[config.mk]
export PLATFORM = sky130hd
export DESIGN_NAME = watchdog_petter
export DESIGN_NICKNAME = d
export VERILOG_FILES = /design/src/rtl/watchdog_pkg.sv /design/src/rtl/pet_interval_timer.sv /design/src/rtl/watchdog_petter.sv
export SDC_FILE = /design/constraint.sdc
export NUM_CORES = 1
export LEC_CHECK = 0
export BUFFER_PORTS_ARGS = -buffer_cell sky130_fd_sc_hd__buf_2
export CAP_MARGIN = 20
export CORE_ASPECT_RATIO = 0.9
export CORE_MARGIN = 10
export CORE_UTILIZATION = 55
export CTS_CLUSTER_SIZE = 28
export DETAILED_ROUTE_END_ITERATION = 8
export GPL_TIMING_DRIVEN = 0
export PLACE_DENSITY = 0.77
export SLEW_MARGIN = 0
export SYNTH_ARGS = -nofsm -noshare
export SYNTH_HDL_FRONTEND = slang
export SYNTH_HIERARCHICAL = 1
export SYNTH_SLANG_ARGS = --single-unit
[constraint.sdc]
create_clock -name clk -period 8.8 [get_ports clk]
set_clock_uncertainty 0.2 [all_clocks]
set_input_delay 0.44 -clock clk [delete_from_list [all_inputs] [get_ports clk]]
set_output_delay 0.44 -clock clk [all_outputs]
set_load 0.02 [all_outputs]
[src/rtl/watchdog_pkg.sv]
// Shared definitions for the watchdog petter: controller states, count width
// and the nanoseconds-per-clock helper.
package watchdog_pkg;

  localparam int unsigned COUNT_W = 8;

  typedef enum logic [1:0] {
    IDLE  = 2'd0,
    ARMED = 2'd1,
    PET   = 2'd2,
    FAULT = 2'd3
  } state_e;

  // Whole nanoseconds that elapse per clock period at the given frequency.
  function automatic logic [31:0] nsPerClk(input logic [31:0] clkHz);
    return 32'd1000000000 / clkHz;
  endfunction

endpackage

[src/rtl/pet_interval_timer.sv]
// Measures half of the watchdog window in nanoseconds, one clock period at a
// time. The threshold follows the live window value every cycle, so a window
// shrink mid-interval takes effect on the very next compare.
module pet_interval_timer
  import watchdog_pkg::*;
#(
  parameter logic [31:0] CLK_HZ = 32'd50000000
) (
  input  logic        clk,
  input  logic        nRst,
  input  logic        run,
  input  logic        clear,
  input  logic [31:0] time_ns,
  output logic        expire
);

  localparam logic [31:0] NS_PER_CLK = nsPerClk(CLK_HZ);

  logic [32:0] acc_q;
  logic [32:0] acc_d;
  logic [32:0] accNext;
  logic [31:0] halfWindow;
  logic [31:0] threshold;

  // Clamp the half window to at least one clock period, compare and step the accumulator.
  always_comb begin
    halfWindow = time_ns >> 1;
    threshold  = (halfWindow > NS_PER_CLK) ? halfWindow : NS_PER_CLK;
    accNext    = acc_q + {1'b0, NS_PER_CLK};
    expire     = run && (accNext >= {1'b0, threshold});
    acc_d      = acc_q;
    if (clear) begin
      acc_d = '0;
    end else if (run) begin
      acc_d = expire ? '0 : accNext;
    end
  end

  // Accumulator register; holds its value whenever the timer is neither running nor cleared.
  always_ff @(posedge clk or negedge nRst) begin
    if (!nRst) begin
      acc_q <= '0;
    end else begin
      acc_q <= acc_d;
    end
  end

endmodule

[src/rtl/watchdog_petter.sv]
// Keeps an external watchdog serviced with single-cycle pet pulses at half its
// window while software reports alive, and counts watchdog barks, latching a
// fault once the configured number of barks has been seen.
module watchdog_petter
  import watchdog_pkg::*;
#(
  parameter logic [31:0] CLK_HZ    = 32'd50000000,
  parameter logic [7:0]  MAX_WOOFS = 8'd3
) (
  input  logic               clk,
  input  logic               nRst,
  input  logic [31:0]        time_ns,
  input  logic               enable,
  input  logic               alive,
  input  logic               woof,
  output logic               pet,
  output logic [COUNT_W-1:0] woof_count,
  output logic               fault
);

  state_e             state_q;
  state_e             state_d;
  logic [COUNT_W-1:0] count_q;
  logic [COUNT_W-1:0] count_d;
  logic               woofDly_q;
  logic               pet_q;
  logic               fault_q;
  logic               woofRise;
  logic               woofHit;
  logic               timerRun;
  logic               timerClear;
  logic               timerExpire;

  assign timerRun   = enable && (state_q == ARMED);
  assign timerClear = !enable || (state_q == IDLE);
  assign woofRise   = woof && !woofDly_q;

  pet_interval_timer #(
    .CLK_HZ (CLK_HZ)
  ) u_timer (
    .clk     (clk),
    .nRst    (nRst),
    .run     (timerRun),
    .clear   (timerClear),
    .time_ns (time_ns),
    .expire  (timerExpire)
  );

  // Next state and bark count; a bark that reaches the limit outranks a pending pet, and enable low overrides everything.
  always_comb begin
    state_d = state_q;
    count_d = count_q;
    woofHit = 1'b0;
    if ((state_q != IDLE) && woofRise && (count_q != {COUNT_W{1'b1}})) begin
      count_d = count_q + 8'd1;
      woofHit = (count_d == MAX_WOOFS);
    end
    unique case (state_q)
      IDLE: begin
        state_d = ARMED;
      end
      ARMED: begin
        if (woofHit) begin
          state_d = FAULT;
        end else if (timerExpire && alive) begin
          state_d = PET;
        end
      end
      PET: begin
        state_d = woofHit ? FAULT : ARMED;
      end
      FAULT: begin
        state_d = FAULT;
      end
      default: begin
        state_d = IDLE;
      end
    endcase
    if (!enable) begin
      state_d = IDLE;
      count_d = '0;
    end
  end

  // State, bark history and registered outputs, all decoded from the upcoming state.
  always_ff @(posedge clk or negedge nRst) begin
    if (!nRst) begin
      state_q   <= IDLE;
      count_q   <= '0;
      woofDly_q <= 1'b0;
      pet_q     <= 1'b0;
      fault_q   <= 1'b0;
    end else begin
      state_q   <= state_d;
      count_q   <= count_d;
      woofDly_q <= woof;
      pet_q     <= (state_d == PET);
      fault_q   <= (state_d == FAULT);
    end
  end

  assign pet        = pet_q;
  assign woof_count = count_q;
  assign fault      = fault_q;

endmodule

==> impl_results.md <==
- Status: complete, no violations
- PwrDens: 96.64 nW/µm²
- Post-DP Area: 3800 µm²
- Worst Setup End Kind: flop
- Clk buf depth: 2
- CTS sink count: 44
- Critical path, cell by cell: nand3_1 -> nor3_1 -> nand2_1 -> or3_1 -> nand2_1 -> nand2_1 -> ha_1 -> nand4_1 -> or4_1 -> or4_1 -> o221ai_1 -> nor4_4 -> and2_4 -> buf_8 -> buf_8 -> a22o_1
- CTS root buf: clkbuf_8
- CTS resizes: 0
- Worst-Margin Slew: 1147 ps
- ANT cells: 0
- Initial antenna violation count: 0
- Initial Util: 0.5668
- Critical setup path kind: flop to flop
- Vias per inst: 5.865
- Cell leakage power: 1.883 nW
- Design area: 3881 µm²
- Die Wd: 103.7 µm
- Total CTS buffers: 5
- Vert. Die Dim: 95.31 µm
- Placer Congestion: 0.8899
- Post-route ant nets: 0
- Iter 0 DRT Violations: 145
- Hold/Removal Path Class: input pin to flop
- Slew margin rel.: 0.2284
- Routed WL: 8488 µm
- Router iterations before antenna repair: 4
- Syn. warnings: 6
- Register clock-pin slew on the reported worst setup and hold paths: 90 ps
- Htree depth: 2
- Share of the yosys chip area belonging to registers: 0.3177
- Global-route wire length before repair: 14370 µm
- Max-Cap Viols: 0
- CP Buf/Inv Count: 2
- Core area: 6115 µm²
- Final TNS setup: 0 ps
- Delay-heaviest family, CP: simple AND/OR/NAND/NOR gates
- Max stage delay on crit path: 620 ps
- Most used DFF post-synth: dfrtp_1
- Commonest non-fill, non-tap cell in the layout: buf_2
- Synthesized net count: 449
- Max-slew violations: 0
- Largest net degree at the start of global routing: 45
- Syn Inst Count: 380
- Number of synthesized flops with an enable pin: 0
- Overall Global Routing Usage: 0.1744
- CP Max Fanout: 10
- Post-CTS Hold Fix Bufs: 0
- CTS tree: done
- Worst Path Required: 8780 ps
- Worst skew pair latency: 290 ps
- Share of cells above drive strength 1: 0.1921
- Most frequent cells in the layout: buf_2 (45), dfrtp_1 (44), inv_1 (32), nand2_1 (32), ha_1 (32)
- CP most frequent cell: nand2_1
- Synth Register Bits: 44
- R2R Setup Slk: 3590 ps
- Std-Cell Rows: 27
- Ports: 47
- Unrepaired setup endpoints after global routing: false
- Vias in the first global route: 2996
- Final hold vios: 0
- IO buf count: 45
- Critical Path Start Type: flop
- Maximum VDD drop: 0.0001232 V
- Critical path's slowest cell: nor3_1
- Grt total ovfl: 0
- Die ar.: 9881 µm²
- Count of cell types in the netlist: 59
- Fill cell count: 552
- Nets: 501
- Synthesis-to-finish area growth: 11.99%
- Final period util: 0.5922
- DP Wirelength: 6693 µm
- Via count: 3044
- Fmax: 0.1919 GHz
- Setup violators final: 0
- Final min period: 5211 ps
- Syn avg cell area: 9.121 µm²
- DRC viols: 0
- WL/cell: 16.35 µm
- Fraction of registers with async set/reset: 1.000
- Post-CTS setup buffer count: 0
- Worst Path Arrival: 5190 ps
- Post-Syn Area: 3466 µm²
-- metal layers --
| metal | global-route usage | routed length, µm | vias to the layer above |
|---|---|---|---|
| met5 | 0 | 0 | - |
| met4 | 0.02662 | 14 | 0 |
| met3 | 0.03372 | 380 | 2 |
| met2 | 0.3070 | 4156 | 52 |
| met1 | 0.2233 | 3936 | 1470 |
| li1 | - | - | 1520 |
-- state kept, by name, summed over array words and instances (netlist names) --
signal	count
u_timer/acc_q	31
woof_count	8
state_q	2
fault	1
pet	1
woofDly_q	1
-- per-stage QoR --
step,hold WS (ps),worst slack [ps],utilization,power [mW],std cells
6_report,72.71,3589,0.6347,0.3751,519
4_1_cts,65.75,3608,0.6347,0.3791,519
3_5_place_dp,305.6,3645,0.6214,0.2566,512
5_1_grt,66.72,3315,0.6347,0.3953,519
3_3_place_gp,301.4,3709,0.6214,0.2550,512
2_1_floorplan,-55.59,4473,-,0.2345,380
-- report_power, final --
group	total, mW	switching [mW]	internal (mW)
Sequential	0.206	0.00249	0.203
Clock	0.123	0.0687	0.0538
Combinational	0.0467	0.0275	0.0192
Total	0.375	0.0986	0.276
-- cell families after synthesis --
group                    after synthesis  synth area share
multiplexers                           1          0.002888
XOR/XNOR                              30           0.07581
flip-flops                            44            0.3177
AO/OA/AOI/OAI                         80            0.1715
AND/OR/NAND/NOR                      154            0.2589
adder cells (fa/ha/maj)               32            0.1155
buffers and inverters                 39           0.05776
-- path summary, 6_finish.rpt --
kind,from,to,cells past startpoint
worst max-delay path,u_timer/acc_q[5],u_timer/acc_q[23],16
worst min-delay path,woof,woofDly_q,1
worst max register to register,u_timer/acc_q[5],u_timer/acc_q[23],16
worst min register to register,u_timer/acc_q[32],u_timer/acc_q[32],1
max in group asynchronous,nRst,state_q[0],1
min in group asynchronous,nRst,u_timer/acc_q[19],1
-- final cells by class --
cell class                      count  area [µm²]  share of cell area
Multi-Input combinational cell    297        2165              0.5577
Sequential cell                    44        1101              0.2837
Timing Repair Buffer               45       225.2             0.05803
Inverter                           33       123.9             0.03191
Tap cell                           87       108.9             0.02805
Buffer                              6       76.32             0.01966
Clock buffer                        5       68.82             0.01773
Clock inverter                      2       12.51            0.003224
-- Yosys cell counts (all sizes together) (6+ instances only) --
master,n,area share
dfrtp,44,0.32
ha,32,0.12
inv,32,0.035
nand2,32,0.035
nor2,25,0.027
a22o,24,0.062
xnor2,24,0.061
nand3,18,0.027
a21oi,16,0.023
nand4,14,0.025
and3,12,0.026
o21ai,10,0.014
nor3,9,0.013
nor4,9,0.021
and2,7,0.014
a21o,6,0.014
nor3b,6,0.016
or4,6,0.014
xor2,6,0.015
Note: power is estimated with default switching activity, not from simulation.
